**config.mk**
```make
export PLATFORM = sky130hd
export DESIGN_NAME = if_stage
export DESIGN_NICKNAME = d
export VERILOG_FILES = /design/src/rtl/if_stage.sv
export SDC_FILE = /design/constraint.sdc
export NUM_CORES = 1
export LEC_CHECK = 0
export ABC_AREA = 1
export CAP_MARGIN = 20
export CORE_MARGIN = 2
export CORE_UTILIZATION = 50
export CTS_CLUSTER_SIZE = 40
export DETAILED_ROUTE_END_ITERATION = 6
export GPL_TIMING_DRIVEN = 0
export PLACE_DENSITY_LB_ADDON = 0.12
export SETUP_SLACK_MARGIN = 0.3
export SYNTH_ARGS = -nofsm -noshare
export SYNTH_HDL_FRONTEND = slang
export SYNTH_SLANG_ARGS = --single-unit
```
**constraint.sdc**
```tcl
create_clock -name clk -period 3.1 [get_ports clk]
set_input_delay 0.62 -clock clk [delete_from_list [all_inputs] [get_ports clk]]
set_output_delay 0.62 -clock clk [all_outputs]
set_load 0.02 [all_outputs]
```
**src/rtl/if_stage.sv**
```systemverilog
// Instruction-fetch stage with IF/ID register: PC, req/ack fetch FSM, stall skid and redirect squash.
// Optional `IF_PERF_CNT_EN adds fetch_cnt / stall_cnt performance counters.
module if_stage #(
  parameter int              PC_W     = 16,
  parameter int              INSTR_W  = 16,
  parameter logic [PC_W-1:0] RESET_PC = '0
) (
  input  logic               clk,
  input  logic               rst,
  output logic               imem_req,
  output logic [PC_W-1:0]    imem_addr,
  input  logic               imem_ack,
  input  logic [INSTR_W-1:0] imem_rdata,
  input  logic               stall,
  input  logic               pc_src,
  input  logic [PC_W-1:0]    branch_target,
  output logic               if_valid,
  output logic [INSTR_W-1:0] if_instr,
  output logic [PC_W-1:0]    if_pc_plus1,
  output logic [3:0]         opcode
`ifdef IF_PERF_CNT_EN
  ,
  output logic [31:0]        fetch_cnt,
  output logic [31:0]        stall_cnt
`endif
);

  typedef enum logic [1:0] {ST_ISSUE, ST_WAIT, ST_HOLD} state_t;

  state_t             state_q, state_d;
  logic [PC_W-1:0]    pc_q, pc_d;
  logic               req_q, req_d;
  logic [PC_W-1:0]    addr_q, addr_d;
  logic               valid_q, valid_d;
  logic [INSTR_W-1:0] instr_q, instr_d;
  logic [PC_W-1:0]    pcp1_q, pcp1_d;
  logic               squash_q, squash_d;
  logic [INSTR_W-1:0] skid_q, skid_d;
  logic               load_en;
  logic [INSTR_W-1:0] load_data;
  logic [PC_W-1:0]    pc_inc;

  assign pc_inc = pc_q + PC_W'(1);

  always_ff @(posedge clk or posedge rst) begin
    if (rst) begin
      state_q  <= ST_ISSUE;
      pc_q     <= RESET_PC;
      req_q    <= 1'b0;
      addr_q   <= RESET_PC;
      valid_q  <= 1'b0;
      instr_q  <= '0;
      pcp1_q   <= '0;
      squash_q <= 1'b0;
      skid_q   <= '0;
    end else begin
      state_q  <= state_d;
      pc_q     <= pc_d;
      req_q    <= req_d;
      addr_q   <= addr_d;
      valid_q  <= valid_d;
      instr_q  <= instr_d;
      pcp1_q   <= pcp1_d;
      squash_q <= squash_d;
      skid_q   <= skid_d;
    end
  end

  always_comb begin
    state_d = state_q;
    case (state_q)
      ST_ISSUE: state_d = ST_WAIT;
      ST_WAIT: begin
        if (imem_ack) begin
          state_d = (squash_q || pc_src || !stall) ? ST_ISSUE : ST_HOLD;
        end
      end
      ST_HOLD: begin
        if (pc_src || !stall) begin
          state_d = ST_ISSUE;
        end
      end
      default: state_d = ST_ISSUE;
    endcase
  end

  always_comb begin
    pc_d      = pc_q;
    req_d     = req_q;
    addr_d    = addr_q;
    valid_d   = valid_q;
    instr_d   = instr_q;
    pcp1_d    = pcp1_q;
    squash_d  = squash_q;
    skid_d    = skid_q;
    load_en   = 1'b0;
    load_data = skid_q;
    case (state_q)
      ST_ISSUE: begin
        req_d  = 1'b1;
        addr_d = pc_src ? branch_target : pc_q;
      end
      ST_WAIT: begin
        if (imem_ack) begin
          req_d    = 1'b0;
          squash_d = 1'b0;
          // A squashed or same-cycle-redirected response is simply dropped.
          if (!squash_q && !pc_src) begin
            if (stall) begin
              skid_d = imem_rdata;
            end else begin
              load_en   = 1'b1;
              load_data = imem_rdata;
            end
          end
        end else if (pc_src) begin
          squash_d = 1'b1;
        end
      end
      ST_HOLD: begin
        if (pc_src) begin
          skid_d = '0;
        end else if (!stall) begin
          load_en = 1'b1;
        end
      end
      default: ;
    endcase
    if (load_en) begin
      valid_d = 1'b1;
      instr_d = load_data;
      pcp1_d  = pc_inc;
      pc_d    = pc_inc;
    end
    if (pc_src) begin
      pc_d    = branch_target;
      valid_d = 1'b0;
      instr_d = '0;
    end
  end

  always_comb begin
    imem_req    = req_q;
    imem_addr   = addr_q;
    if_valid    = valid_q;
    if_instr    = instr_q;
    if_pc_plus1 = pcp1_q;
    opcode      = instr_q[INSTR_W-1 -: 4];
  end

`ifdef IF_PERF_CNT_EN
  logic [31:0] fetch_cnt_q, stall_cnt_q;

  always_ff @(posedge clk or posedge rst) begin
    if (rst) begin
      fetch_cnt_q <= '0;
      stall_cnt_q <= '0;
    end else begin
      if (load_en && !pc_src) begin
        fetch_cnt_q <= fetch_cnt_q + 32'd1;
      end
      if (stall && valid_q) begin
        stall_cnt_q <= stall_cnt_q + 32'd1;
      end
    end
  end

  assign fetch_cnt = fetch_cnt_q;
  assign stall_cnt = stall_cnt_q;
`endif

endmodule
```
==> flow_summary_export.csv <==
group,metric,value,unit
critical_path,r2r_start,"state_q[1]",
die,dieArea,8710,um2
synth,syn_nets,535,
detailed_routing,drt_iter0_drc,190,
detailed_routing,drc,0,
sta,slew_headroom,0.635,
cells_and_area,mostFrequentLayoutCells,"nand2_1, clkdlybuf4s50_1, dfrtp_1",
placed_design,io_buffers,90,
critical_path,startpoint_type,"flop",
synth,yosysUniqueCellTypes,29,
sta,final-hold-violation-count,0,
cells_and_area,mostFrequentLayoutCell,"nand2_1",
grt,grt_first_pass_wirelength,16.5,mm
placed_design,place_congestion,0.898,
synth,synth_cells,494,
sta,period_share,0.662,
die,io_pins,91,
synth,avgSynthCellArea,8.07,um2
die,core,7730,um2
clock_tree,cts_hold_buf,0,
cells_and_area,final_cells,702,
sta,finalSetupViolations,0,
power,powerDensity,783,nW/um2
die,fp-row-count,32,
critical_path,worstPathRequired,2.48,ns
sta,finalCriticalPeriod,2.05,ns
critical_path,rr_endpoint,"if_pc_plus1[8]",
synth,syn_area,3990,um2
flow_run,maxCapViolations,0,
critical_path,cp_max_fo,3,
clock_tree,cts.sinks,85,
critical_path,reg2reg_slack,1.29,ns
grt,grt_pass1_vias,3598,
detailed_routing,route.antenna.remaining_nets,0,
sta,fmax,487,MHz
sta,rsz0062_at_grt,"false",
clock_tree,clockBufferDepth,2,
critical_path,crit_path_end,"opcode[0]",
detailed_routing,drt-wirelength-per-cell,14.0,um
sta,fin_tns_setup,0,ns
critical_path,r2r_cells,11,
cells_and_area,num_antenna_cells,0,
power,vdd.ir_drop.worst,0.000333,V
critical_path,cp-end-kind,"output port",
cells_and_area,drive_gt1_frac,0.0717,
critical_path,crit_type,"reg -> out",
min_path,hold_path.class,"reg -> reg",
sta,drv_slew,0,
clock_tree,numCtsBuffers,9,
grt,antenna_found_initial,0,
detailed_routing,first_pass_iters,5,
synth,yosysWarnings,0,
critical_path,arrival,1.43,ns
status,status,"complete, no violations",
die,die_height,93.3,um
detailed_routing,routed_wl,9.84,mm
placed_design,hpwl,7.15,mm
cells_and_area,finalNetCount,638,
die,fp.dieW,93.3,um
sta,finalClockSkew,0.0113,ns
cells_and_area,utilization,0.681,
synth,synth-seq-cells,85,
detailed_routing,viasPerCell,5.08,
critical_path,critPathLaunch,"if_instr[12]",
grt,grt_max_degree,37,
synth,synth_seq_area_share,0.533,
clock_tree,tritoncts,"yes",
clock_tree,cts_root_buffer,"clkbuf_8",
grt,overflow,0,
clock_tree,post_cts_buffers,0,
power,p_leak,2.65,nW
clock_tree,cts_resized,0,
detailed_routing,num_vias,3564,
cells_and_area,area_growth,31.9,%
clock_tree,clk_pin_slew,0.08,ns
clock_tree,clkLatencyLatePin,0.36,ns
grt,grt.total_usage,0.243,
placed_design,placedCellCount,688,
die,start_util,0.516,
sta,worst_slew_pin_slew,0.548,ns
clock_tree,htree_levels,3,
-- logic make-up after synthesis --
| family | Yosys count | share of synthesized area |
|---|---|---|
| fa+ha+maj | 4 | 0.0125 |
| buf+inv | 64 | 0.0765 |
| xor+xnor | 4 | 0.00878 |
| flops | 85 | 0.533 |
| simple gates | 275 | 0.282 |
| mux | 1 | 0.00282 |
| compound gates | 61 | 0.0838 |
-- worst max-delay path, stage by stage (launching register included) --
cell	delay [ns]
dfrtp_1	0.38
buf_4	0.11
clkdlybuf4s50_1	0.59
-- power by group --
| part | internal [W] | leakage [nW] | total, W | switching [W] |
|---|---|---|---|---|
| Clock | 0.000442 | 0.101 | 0.000826 | 0.000384 |
| Combinational | 0.000707 | 1.47 | 0.00158 | 0.000875 |
| Sequential | 0.00147 | 1.09 | 0.00171 | 0.000239 |
| Total | 0.00262 | 2.65 | 0.00412 | 0.00150 |
-- flip-flops by register name, summed over array words and instances (netlist names) --
signal       flops
if_pc_plus1     16
skid_q          16
imem_addr       16
state_q          2
if_instr        16
imem_req         1
pc_q            16
squash_q         1
if_valid         1
-- Yosys cell counts --
master / count / area (um2)
or2_2: 1 / 6.26
o22ai_1: 1 / 6.26
dfrtp_1: 85 / 2130
buf_2: 5 / 25.0
buf_1: 1 / 3.75
o31ai_1: 1 / 7.51
nand4_1: 4 / 25.0
o21ai_0: 47 / 235
inv_2: 2 / 7.51
ha_1: 4 / 50.1
nand2_4: 1 / 11.3
o211ai_1: 2 / 15.0
o21ai_1: 2 / 10.0
buf_6: 4 / 45.0
inv_1: 37 / 139
a31oi_1: 5 / 31.3
nor2_1: 23 / 86.3
clkbuf_1: 7 / 26.3
xor2_1: 4 / 35.0
o21bai_1: 1 / 7.51
nand4_4: 1 / 21.3
mux2_2: 1 / 11.3
nand3_1: 33 / 165
buf_4: 7 / 52.6
a21oi_4: 1 / 16.3
nand2_1: 210 / 788
a21oi_1: 1 / 5.00
inv_4: 1 / 6.26
nor2_4: 2 / 22.5
-- through the flow --
step                hold slack, ns  worst slack (ns)  area (um2)  total power, W
floorplan                    0.467              1.50        3990         0.00259
global placement             0.454             0.565        5020         0.00324
detailed placement           0.458             0.738        5060         0.00331
CTS                          0.479              1.04        5260         0.00414
global route                 0.496             0.920        5260         0.00437
finish                       0.475              1.05        5260         0.00412
-- routing by layer --
metal,global-route usage,vias up,share of wire
met5,0,-,0
met4,0.0944,0,0.017
met3,0.0427,18,0.063
met2,0.424,122,0.50
met1,0.298,1673,0.42
li1,-,1751,-
-- worst min path at each step --
stage                        start             end  slack [ns]  cells after the start
finish                 if_instr[3]     if_instr[3]        0.47                      2
global route        if_pc_plus1[4]  if_pc_plus1[4]        0.50                      2
CTS                    if_instr[3]     if_instr[3]        0.48                      2
detailed placement     if_instr[3]     if_instr[3]        0.46                      2
global placement    if_pc_plus1[4]  if_pc_plus1[4]        0.45                      2
floorplan               state_q[1]      state_q[1]        0.47                      2
-- layout make-up --
type                    instances  area, um2
plain buffers                  24        153
clock buffers                   9        124
clock inverters                 5       77.6
fillers                       631       2460
inverters                      40        156
multi-input cells             345       1560
flip-flops and latches         85       2130
well taps                     102        128
repair buffers                 92        941
(Power assumes the default switching activity.)
==> RTL change (same flow settings) <==
`instr_q` no longer has a reset.
--- a/src/rtl/if_stage.sv
+++ b/src/rtl/if_stage.sv
@@ -49,7 +49,6 @@
       req_q    <= 1'b0;
       addr_q   <= RESET_PC;
       valid_q  <= 1'b0;
-      instr_q  <= '0;
       pcp1_q   <= '0;
       squash_q <= 1'b0;
       skid_q   <= '0;
@@ -59,11 +58,14 @@
       req_q    <= req_d;
       addr_q   <= addr_d;
       valid_q  <= valid_d;
-      instr_q  <= instr_d;
       pcp1_q   <= pcp1_d;
       squash_q <= squash_d;
       skid_q   <= skid_d;
     end
+  end
+
+  always_ff @(posedge clk) begin
+    instr_q <= instr_d;
   end
 
   always_comb begin
Formal check against the unedited RTL: differs if rst is asserted again (counterexample within 4 cycles, from zero or initial values and one cycle with rst high); with rst held inactive, the same outputs for 10 cycles.
==> RTL change against the original RTL <==
- critical path depth is 8 higher
- worst setup slack worse by 34 ps
- sequential cell count stayed put
- register-to-register slack worse by 80 ps
- via count is 5.9% higher
- core utilization is 0.35 points lower
- total power is 0.35% lower
- wire length is 2.7% higher
- synthesized area is 1.4% higher
- die area is 1.4% higher
- final area stayed put
- combinational power is 4% higher
- fmax is 1.6% lower
- critical path type is now input port to register
- highest routed layer unchanged
==> RTL change: results (changes against the original RTL) <==
.. list-table::
   :header-rows: 1

   * - Metric
     - Value
   * - Status
     - complete, no violations (unchanged)
   * - Clk pwr
     - 0.000769 W (was 0.000826 W)
   * - Placed cell areas
     - 0.00508 mm2 (was 0.00506 mm2)
   * - Count of hold-fix buffers inserted at cts
     - 0 (unchanged)
   * - Final RePlAce weighted congestion
     - 0.859 (was 0.898)
   * - Ratio of total power to cell area
     - 780 mW/mm2 (was 783 mW/mm2)
   * - Async set-reset flop share out of synthesis
     - 81.2% (was 100%)
   * - DP HPWL
     - 7.19 mm (was 7.15 mm)
   * - Switching share of power
     - 37.6% (was 36.4%)
   * - Rel. slew slack
     - 42.0% (was 63.5%)
   * - Wire length of the first global-routing pass
     - 16.7 mm (was 16.5 mm)
   * - Crit Path Max Fanout
     - 10 (was 3)
   * - Sequential area share after synthesis
     - 50.6% (was 53.3%)
   * - Post-Place Worst Slack
     - 661 ps (was 738 ps)
   * - Number of distinct standard cells referenced by the synthesized netlist
     - 26 (was 29)
   * - Max IR drop VDD
     - 0.000350 V (was 0.000333 V)
   * - Number of global-route vias before repair
     - 3455 (was 3598)
   * - Net count reported at finish
     - 670 (was 638)
   * - Vias after detailed routing
     - 3775 (was 3564)
   * - Maximum number of pins on one net before global-route repair
     - 70 (was 37)
   * - DRC marker count from the first detailed-route iteration
     - 225 (was 190)
   * - Area contributors post-synth
     - sky130_fd_sc_hd__dfrtp_1 (43%), sky130_fd_sc_hd__nand2_1 (19%), sky130_fd_sc_hd__dfxtp_1 (7.9%), sky130_fd_sc_hd__o21ai_0 (6.1%), sky130_fd_sc_hd__nor2_1 (5.9%) (was sky130_fd_sc_hd__dfrtp_1 (53%), sky130_fd_sc_hd__nand2_1 (20%), sky130_fd_sc_hd__o21ai_0 (5.9%), sky130_fd_sc_hd__nand3_1 (4.1%), sky130_fd_sc_hd__inv_1 (3.5%))
   * - Clock skew after layout
     - 9.60 ps (was 11.3 ps)
   * - WL per Instance
     - 13.7 um (was 14.0 um)
   * - Reported leakage power
     - 2.58 nW (was 2.65 nW)
   * - GRT Total Usage
     - 24.0% (was 24.3%)
   * - Signal arrival time at the worst endpoint
     - 2330 ps (was 1430 ps)
## RTL change: layout make-up
type / count / area, um2
clock inverters: 4 / 50.0
multi-input cells: 389 / 1730
well taps: 102 / 128
inverters: 27 / 104
fillers: 686 / 2500
clock buffers: 12 / 135
repair buffers: 90 / 901
plain buffers: 27 / 169
flip-flops and latches: 85 / 2050
## RTL change: worst min-delay path: stages (launching register included)
cell,delay [ps]
sky130_fd_sc_hd__dfrtp_1,350
sky130_fd_sc_hd__nand2_1,50
sky130_fd_sc_hd__nand2_1,40
## RTL change: logic make-up after synthesis
group	Yosys count	share of synthesized area, %
buf+inv	54	6.68
simple gates	314	31.3
fa+ha+maj	4	1.24
xor+xnor	4	0.866
flops	85	50.6
compound gates	67	9.31
## RTL change: final timing paths
path / start / endpoint / slack (ps) / cells past startpoint
setup / recovery: pc_src / if_pc_plus1[7] / 1010 / 10
hold / removal: skid_q[4] / skid_q[4] / 470 / 2
setup reg to reg: state_q[0] / skid_q[0] / 1210 / 8
hold reg to reg: skid_q[4] / skid_q[4] / 470 / 2
max in group asynchronous: rst / skid_q[13] / 1740 / 2
min in group asynchronous: rst / if_pc_plus1[1] / 780 / 2
## RTL change: routing by layer
| layer | up-vias | track usage (%) | wire length, um |
|---|---|---|---|
| met1 | 1755 | 32.7 | 4460 |
| met2 | 121 | 39.1 | 4940 |
| met5 | - | 0 | 0 |
| met3 | 15 | 3.45 | 511 |
| met4 | 0 | 9.06 | 189 |
| li1 | 1884 | - | - |
## RTL change: metrics by stage
step,TNS (ps),cells,hold slack [ps]
finish,0,736,472
global route,0,736,490
CTS,0,736,473
detailed placement,0,720,453
global placement,-34290,720,447
floorplan,0,528,436
